## src/rtl/simon_pkg.sv

```systemverilog
// rtl/simon_pkg.sv - note codes, FSM states and the tone half-period helper for simon_tone
package simon_pkg;

  typedef enum logic [1:0] {
    IDLE    = 2'd0,
    PLAY    = 2'd1,
    RELEASE = 2'd2
  } state_t;

  localparam logic [2:0] NOTE_RED    = 3'd0;
  localparam logic [2:0] NOTE_GREEN  = 3'd1;
  localparam logic [2:0] NOTE_BLUE   = 3'd2;
  localparam logic [2:0] NOTE_YELLOW = 3'd3;
  localparam logic [2:0] NOTE_LOSE   = 3'd4;
  localparam logic [2:0] NOTE_OFF    = 3'd5;

  // Half-period in clock cycles for a note; silence codes map to 0.
  function automatic int unsigned half_period(
    input logic [2:0]  n,
    input int unsigned clk_hz,
    input int unsigned red_hz,
    input int unsigned green_hz,
    input int unsigned blue_hz,
    input int unsigned yellow_hz,
    input int unsigned lose_hz
  );
    int unsigned hz;
    case (n)
      NOTE_RED:    hz = red_hz;
      NOTE_GREEN:  hz = green_hz;
      NOTE_BLUE:   hz = blue_hz;
      NOTE_YELLOW: hz = yellow_hz;
      NOTE_LOSE:   hz = lose_hz;
      default:     hz = 0;
    endcase
    return (hz == 0) ? 0 : clk_hz / (2 * hz);
  endfunction

endpackage

```

## src/rtl/tone_divider.sv

```systemverilog
// rtl/tone_divider.sv - half-period counter and phase flip-flop producing the square wave
module tone_divider #(
  parameter int CNT_W = 21
) (
  input  logic             clk,
  input  logic             rst,
  input  logic [CNT_W-1:0] half_q,
  input  logic             restart,
  input  logic             enable,
  output logic             phase
);

  logic [CNT_W-1:0] cnt;

  // Count to half_q-1, then toggle phase; restart or disable parks the wave low at count 0.
  always_ff @(posedge clk or posedge rst) begin
    if (rst) begin
      cnt   <= '0;
      phase <= 1'b0;
    end else if (restart || !enable) begin
      cnt   <= '0;
      phase <= 1'b0;
    end else if (cnt == half_q - CNT_W'(1)) begin
      cnt   <= '0;
      phase <= ~phase;
    end else begin
      cnt   <= cnt + CNT_W'(1);
    end
  end

endmodule

```

## src/rtl/simon_tone.sv

```systemverilog
// rtl/simon_tone.sv - Simon tone back end: note FSM, amplifier release, optional SIMON_TONE_SWEEP_EN lose glide
module simon_tone
  import simon_pkg::*;
#(
  parameter int unsigned CLK_HZ      = 100000000,
  parameter int unsigned RED_HZ      = 310,
  parameter int unsigned GREEN_HZ    = 415,
  parameter int unsigned BLUE_HZ     = 209,
  parameter int unsigned YELLOW_HZ   = 252,
  parameter int unsigned LOSE_HZ     = 42,
  parameter int unsigned RELEASE_CYC = 1000000,
  parameter int          CNT_W       = 21
) (
  input  logic       CLK,
  input  logic       RST,
  input  logic [2:0] note,
  output logic       AUD_PWM,
  output logic       AUD_SD,
  output logic       playing
);

  localparam logic [CNT_W-1:0] HALF_RED    =
    CNT_W'(half_period(NOTE_RED,    CLK_HZ, RED_HZ, GREEN_HZ, BLUE_HZ, YELLOW_HZ, LOSE_HZ));
  localparam logic [CNT_W-1:0] HALF_GREEN  =
    CNT_W'(half_period(NOTE_GREEN,  CLK_HZ, RED_HZ, GREEN_HZ, BLUE_HZ, YELLOW_HZ, LOSE_HZ));
  localparam logic [CNT_W-1:0] HALF_BLUE   =
    CNT_W'(half_period(NOTE_BLUE,   CLK_HZ, RED_HZ, GREEN_HZ, BLUE_HZ, YELLOW_HZ, LOSE_HZ));
  localparam logic [CNT_W-1:0] HALF_YELLOW =
    CNT_W'(half_period(NOTE_YELLOW, CLK_HZ, RED_HZ, GREEN_HZ, BLUE_HZ, YELLOW_HZ, LOSE_HZ));
  localparam logic [CNT_W-1:0] HALF_LOSE   =
    CNT_W'(half_period(NOTE_LOSE,   CLK_HZ, RED_HZ, GREEN_HZ, BLUE_HZ, YELLOW_HZ, LOSE_HZ));
  localparam logic [CNT_W-1:0] REL_LAST    = CNT_W'(RELEASE_CYC - 1);

  state_t           state, state_n;
  logic [2:0]       cur_note, cur_note_n;
  logic [CNT_W-1:0] half_q, half_n, half_sel;
  logic [CNT_W-1:0] rel, rel_n;
  logic             active;
  logic             valid, restart, enable;

`ifdef SIMON_TONE_SWEEP_EN
  localparam int unsigned      SWEEP_CYC  = CLK_HZ / 100;
  localparam int               SWEEP_W    = $clog2(SWEEP_CYC + 1);
  localparam logic [SWEEP_W-1:0] SWEEP_LAST = SWEEP_W'(SWEEP_CYC - 1);
  localparam logic [CNT_W-1:0] SWEEP_STEP = HALF_LOSE >> 6;
  localparam logic [CNT_W-1:0] HALF_MAX   = '1;

  logic [SWEEP_W-1:0] sweep_tick, sweep_tick_n;
`endif

  assign valid   = (note <= NOTE_LOSE);
  assign AUD_SD  = active;
  assign playing = active;

  // Select the half-period of the incoming note.
  always_comb begin
    half_sel = HALF_RED;
    case (note)
      NOTE_GREEN:  half_sel = HALF_GREEN;
      NOTE_BLUE:   half_sel = HALF_BLUE;
      NOTE_YELLOW: half_sel = HALF_YELLOW;
      NOTE_LOSE:   half_sel = HALF_LOSE;
      default:     half_sel = HALF_RED;
    endcase
  end

  // Next-state logic: load on a new valid note, hold tone on same note, release on silence.
  always_comb begin
    state_n    = state;
    cur_note_n = cur_note;
    half_n     = half_q;
    rel_n      = rel;
    restart    = 1'b0;
    enable     = 1'b0;
    case (state)
      IDLE: begin
        if (valid) begin
          state_n    = PLAY;
          cur_note_n = note;
          half_n     = half_sel;
          rel_n      = '0;
          restart    = 1'b1;
        end
      end
      PLAY: begin
        if (!valid) begin
          state_n    = RELEASE;
          cur_note_n = NOTE_OFF;
          rel_n      = '0;
        end else if (note != cur_note) begin
          cur_note_n = note;
          half_n     = half_sel;
          restart    = 1'b1;
        end else begin
          enable     = 1'b1;
        end
      end
      RELEASE: begin
        if (valid) begin
          state_n    = PLAY;
          cur_note_n = note;
          half_n     = half_sel;
          rel_n      = '0;
          restart    = 1'b1;
        end else if (rel == REL_LAST) begin
          state_n    = IDLE;
          rel_n      = '0;
        end else begin
          rel_n      = rel + CNT_W'(1);
        end
      end
      default: state_n = IDLE;
    endcase
`ifdef SIMON_TONE_SWEEP_EN
    sweep_tick_n = '0;
    if (enable && cur_note == NOTE_LOSE) begin
      if (sweep_tick == SWEEP_LAST) begin
        half_n = (half_q > HALF_MAX - SWEEP_STEP) ? HALF_MAX : half_q + SWEEP_STEP;
      end else begin
        sweep_tick_n = sweep_tick + SWEEP_W'(1);
      end
    end
`endif
  end

  // FSM, note, half-period and release registers; amplifier enable follows the next state.
  always_ff @(posedge CLK or posedge RST) begin
    if (RST) begin
      state    <= IDLE;
      cur_note <= NOTE_OFF;
      half_q   <= '0;
      rel      <= '0;
      active   <= 1'b0;
    end else begin
      state    <= state_n;
      cur_note <= cur_note_n;
      half_q   <= half_n;
      rel      <= rel_n;
      active   <= (state_n != IDLE);
    end
  end

`ifdef SIMON_TONE_SWEEP_EN
  // Glide tick counter, running only while the lose tone holds.
  always_ff @(posedge CLK or posedge RST) begin
    if (RST) begin
      sweep_tick <= '0;
    end else begin
      sweep_tick <= sweep_tick_n;
    end
  end
`endif

  tone_divider #(
    .CNT_W(CNT_W)
  ) u_div (
    .clk     (CLK),
    .rst     (RST),
    .half_q  (half_q),
    .restart (restart),
    .enable  (enable),
    .phase   (AUD_PWM)
  );

endmodule

```

## config.mk

```make
export PLATFORM = sky130hd
export DESIGN_NAME = simon_tone
export DESIGN_NICKNAME = d
export VERILOG_FILES = /design/src/rtl/simon_pkg.sv /design/src/rtl/tone_divider.sv /design/src/rtl/simon_tone.sv
export SDC_FILE = /design/constraint.sdc
export NUM_CORES = 1
export LEC_CHECK = 0
export ABC_CLOCK_PERIOD_IN_PS = 2900
export CAP_MARGIN = 20
export CORE_UTILIZATION = 50
export CTS_BUF_LIST = sky130_fd_sc_hd__clkbuf_4
export DETAILED_ROUTE_END_ITERATION = 12
export PLACE_DENSITY = 0.66
export SLEW_MARGIN = 20
export SYNTH_ARGS = -nofsm -noshare
export SYNTH_HDL_FRONTEND = slang
export SYNTH_SLANG_ARGS = --single-unit
```

## constraint.sdc

```tcl
create_clock -name CLK -period 2.9 [get_ports CLK]
set_input_delay 0.58 -clock CLK [delete_from_list [all_inputs] [get_ports CLK]]
set_output_delay 0.58 -clock CLK [all_outputs]
set_load 0.05 [all_outputs]
```

Word level (Yosys, flattened, before mapping)
Cells that the tools add are included.

Output and inout bits: 3. Word-level logic and storage cells: 68. Register bits after elaboration: 70.

$add $sub $neg: 3. Equal/unequal tests: 15. Magnitude comparators: 1. Bitwise gates (word level): 1. Multiplexer cells: 30. Reductions and logical operators: 11.

Operators with widths (count): $mux 21 (9); $pmux 21 s4 (1); $pmux 21 s3 (1); $add 21x1->21 const B (2); $pmux 21 s2 (1); $eq 21x20->1 const B (1); $eq 21x21->1 (1); $sub 21x1->21 const B (1); $mux 3 (3); $mux 1 (8); $mux 2 (4); $ne 2x2->1 const B (4); $eq 3x2->1 const B (2); $pmux 2 s3 (1); $pmux 3 s2 (1); $reduce_and 3->1 (2); $reduce_bool 2->1 (3); $reduce_and 4->1 (1); $eq 3x1->1 const B (1); $eq 3x3->1 const B (1); $le 3x3->1 const B (1); $ne 3x3->1 (1); $ne 3x3->1 const B (1); $reduce_bool 3->1 (1); 9 further kinds (9).

Depth between registers and ports, before layout
Word-level depth: 7. Depth in mapped cells: 11. Depth with buffers taken out: 8.

Modules after synthesis
From an unflattened synthesis, not the netlist that was laid out.

Cells, all modules: 422. Area total of the unflattened synthesis: 3788.6 µm².

By module, submodules not included: simon_tone (cells an instance 215, area each 2034.5 µm², instances 1, seq. area each 1003.5 µm²); tone_divider (cells an instance 207, area each 1754.2 µm², instances 1, seq. area each 550.5 µm²).

Worst setup path before layout
No wires, ideal clock.

Path type: reg-to-reg. Start point: reg half_q[5]. End point: reg u_div.phase. Data required time: 2772 ps. Data arrival time: 2395 ps. Clock period less this slack: 2523 ps. Cell stages (with the launch flop): 11. Setup slack: 377 ps. Cells stage by stage: dfrtp_1 buf_6 inv_1 ha_1 nor4b_4 buf_4 a21oi_1 a2111oi_1 nand4_1 nor4_4 mux2_1.

Longest elaborated chain between the ends: 3.

RTL lines: start, declared (RTL line simon_tone.sv:36) `logic [CNT_W-1:0] half_q, half_n, half_sel;`; start signal, assigned (RTL line simon_tone.sv:137) `half_q <= half_n;`; $sub 21x1->21 (RTL line tone_divider.sv:23) `end else if (cnt == half_q - CNT_W'(1)) begin`; $eq 21x21->1 (RTL line tone_divider.sv:23); $reduce_bool 2->1 (no source line); end signal, assigned (RTL line tone_divider.sv:25) `phase <= ~phase;`; end, declared (RTL line tone_divider.sv:10) `output logic phase`.

Every way passes these cells. A chain may end at the register's enable or synchronous reset.

Worst setup path in the final report
Ends and elaborated chain as after synthesis.

==> run metrics <==
total power=1.98 mW; Crit Path Class=flip-flop to flip-flop; DRT antenna net count=0; DRT Pass-1 Iters=4; first-pass GRT wire length=13900 um; Max Clock Freq=368 MHz; commonest non-fill, non-tap cell in the layout=dfrtp_1; dpl hpwl=5810 um; Sw Share=0.319; Hold Buf Count CTS=0; critical path cell sequence=inv_1 -> ha_1 -> nor4b_4 -> buf_4 -> a41oi_1 -> nor4_1 -> o32ai_1 -> nor4_4 -> mux2_1; VDD IR-drop max=0.217 mV; initial cell density of the core=0.517; prevailing post-synth register cell=dfrtp_1; vias=3094; most frequent cells in the layout=60 x dfrtp_1, 30 x nor2_1, 29 x nor3_1; Seq/Total Area, Yosys=0.414; reg-to-reg slack, setup=0.18 ns; die area=0.00785 mm2; hold path start=rel[20]; FF-to-FF path depth=9; pwr/cell area=482 mW/mm2; Top-Level Pins=8; Startpoint Class=flip-flop; number of global-route vias before repair=2925; distinct cell type count after synthesis=59; measured slew at the worst slew-check pin=0.740 ns; clock buffer count from CTS=9; fin crit period=2.72 ns; CORE AREA=0.00725 mm2; Worst setup EP type=flip-flop; routed len/inst=15.4 um; Antenna Diode Count=0; Final Cycle Share=0.938; Port Buf Inserts=7; Critical Path AT=3.00 ns; P_int=1.35 mW; Site Rows=31; final wirelength=8200 um; met2 Resource Use GR=0.378; Slowest cell on crit path=dfrtp_1; Slew Limit Fails=0; nets@finish=435; htree depth=3; initial antenna violation count=0; CTS tree=yes; max_slew headroom=0.506; Worst EP required=3.18 ns; outcome=finished clean; R2R Path End=u_div.phase; clock skew=0.0118 ns; combinational power share=0.200; RSZ-0062 raised after global routing=false; Core Util, Final=0.567; Mapped Area=0.00375 mm2; Die Span X=88.6 um; WHS Path Cells=1; setup TNS=0 ns; switching pwr=632 uW; max_cap viols=0; clock sink count=62; Remaining DRCs=0; Leak=1.69 nW; post-route cell area=0.00411 mm2; Yosys reg bits=62; asr flop ratio synth=1.00; GRT met3 Usage=0.0634; vias per cell=5.83; final-report setup violation count=0; Most Crowded Layer GR=met2; Clock Latency Late Sink=0.39 ns; clock slew at reported path FFs=0.10 ns; Die Ht=88.6 um; placed inst area=0.00397 mm2; Post-synth EDFFs=0; min-delay worst type=flip-flop to flip-flop; max incr delay on CP=0.48 ns; syn avg cell area=9.04 um2; GRT Overall Usage=0.233; drt first-iter violations=215; share of cells above drive strength 1=0.104; clock share of power=0.286; M1 GR Usage=0.297; Net Count, Synth=423; Seq pwr share=0.514; Clock Path Buffers=2; GR Overflow Total=0; Critical Path Start=half_q[5]; worst r2r src=half_q[5]; final RePlAce weighted congestion=0.851; Final Hold Viols=0; Synth Instances=415; largest net degree at the start of global routing=63; Crit Path Max Fanout=6; synth warn=0; hold path endpoint=rel[20]; Area Overhead vs Synth=9.67%; clock root buffer=clkbuf_4; filler cell count=662
## cell type report
| type | count | area (um2) | share of cell area |
|---|---|---|---|
| flip-flops and latches | 62 | 1550 | 0.378 |
| well taps | 99 | 124 | 0.0301 |
| clock inverters | 6 | 52.6 | 0.0128 |
| inverters | 20 | 75.1 | 0.0182 |
| multi-input cells | 309 | 2010 | 0.489 |
| clock buffers | 10 | 75.1 | 0.0182 |
| repair buffers | 25 | 221 | 0.0538 |
## stage by stage
step / setup WS, ns / hold slack (ns) / instances
2_1_floorplan: 0.377 / 0.448 / 415
3_3_place_gp: 0.147 / 0.473 / 513
3_5_place_dp: 0.0775 / 0.470 / 513
4_1_cts: 0.0588 / 0.485 / 529
5_1_grt: 0.0230 / 0.514 / 531
6_report: 0.179 / 0.479 / 531
## power by group through the flow
stage          registers (mW)  logic [mW]  clock network, mW
2_1_floorplan           0.979       0.322                  0
3_3_place_gp             1.03       0.384                  0
3_5_place_dp             1.03       0.387                  0
4_1_cts                  1.02       0.389              0.593
5_1_grt                  1.03       0.441              0.629
6_report                 1.02       0.396              0.568
## sequential cells by signal (all words and copies together) (netlist names)
name,flops
u_div.phase,1
AUD_SD,1
u_div.cnt,21
cur_note,3
rel,21
state,2
half_q,13
## cells by family (layout without fill, tap and decap cells)
group,Yosys count,after routing,synth area share
and+or+nand+nor,184,184,0.281
muxes,4,4,0.0117
buffers and inverters,44,61,0.0514
AOI/OAI and AO/OA,73,73,0.127
xor gates and xnor gates,45,45,0.105
adders and majority gates,3,3,0.0100
DFF,62,62,0.414
## cells in the mapped netlist, types with 2 or more instances
| cell type | instances | area [um2] |
|---|---|---|
| a21o_1 | 3 | 22.5 |
| o31ai_1 | 4 | 30.0 |
| buf_4 | 4 | 30.0 |
| clkbuf_1 | 15 | 56.3 |
| and3_1 | 17 | 106 |
| buf_2 | 4 | 20.0 |
| nor2b_1 | 3 | 18.8 |
| nand2b_1 | 7 | 43.8 |
| xor2_1 | 24 | 210 |
| o21ai_0 | 25 | 125 |
| or3_1 | 7 | 43.8 |
| ha_1 | 3 | 37.5 |
| o311a_1 | 2 | 20.0 |
| a21oi_1 | 15 | 75.1 |
| and4_1 | 7 | 61.3 |
| nand2_1 | 22 | 82.6 |
| a22oi_1 | 2 | 15.0 |
| mux2_2 | 2 | 22.5 |
| nor3_1 | 29 | 145 |
| nor3_2 | 2 | 20.0 |
| xnor2_1 | 21 | 184 |
| nand3_1 | 24 | 120 |
| nor2_1 | 30 | 113 |
| o41ai_1 | 2 | 17.5 |
| nor4_1 | 7 | 43.8 |
| and2_1 | 3 | 18.8 |
| or4_1 | 2 | 15.0 |
| a22o_1 | 3 | 26.3 |
| a31oi_1 | 2 | 12.5 |
| o32ai_1 | 2 | 17.5 |
| nand4_1 | 12 | 75.1 |
| nand4b_1 | 3 | 26.3 |
| dfstp_2 | 2 | 52.6 |
| inv_1 | 20 | 75.1 |
| dfrtp_1 | 60 | 1500 |
| nor4_4 | 2 | 42.5 |
## critical path, delay by kind of cell, from the launching register on
kind | cells | cell delay [ns]
and+or+nand+nor | 3 | 0.96
DFF | 1 | 0.48
muxes | 1 | 0.37
AOI/OAI and AO/OA | 2 | 0.29
buffers and inverters | 2 | 0.27
adders and majority gates | 1 | 0.23
## worst max-delay path by stage
| stage | slack [ns] | endpoint |
|---|---|---|
| global placement | 0.15 | rel[17] |
| global route | 0.02 | u_div.phase |
| detailed placement | 0.08 | u_div.cnt[1] |
| floorplan | 0.38 | u_div.phase |
| finish | 0.18 | u_div.phase |
| CTS | 0.06 | u_div.cnt[15] |
## timing repair
item	4_1_cts	5_1_grt
buffers inserted	0	2
resized for setup	0	1
endpoints found under the setup margin	0	22
## layer usage
| metal | vias to the layer above | part of all wire |
|---|---|---|
| li1 | 1534 | - |
| met1 | 1482 | 0.45 |
| met2 | 60 | 0.49 |
| met3 | 18 | 0.038 |
| met4 | 0 | 0.023 |
| met5 | - | 0 |
(Power assumes the default switching activity.)
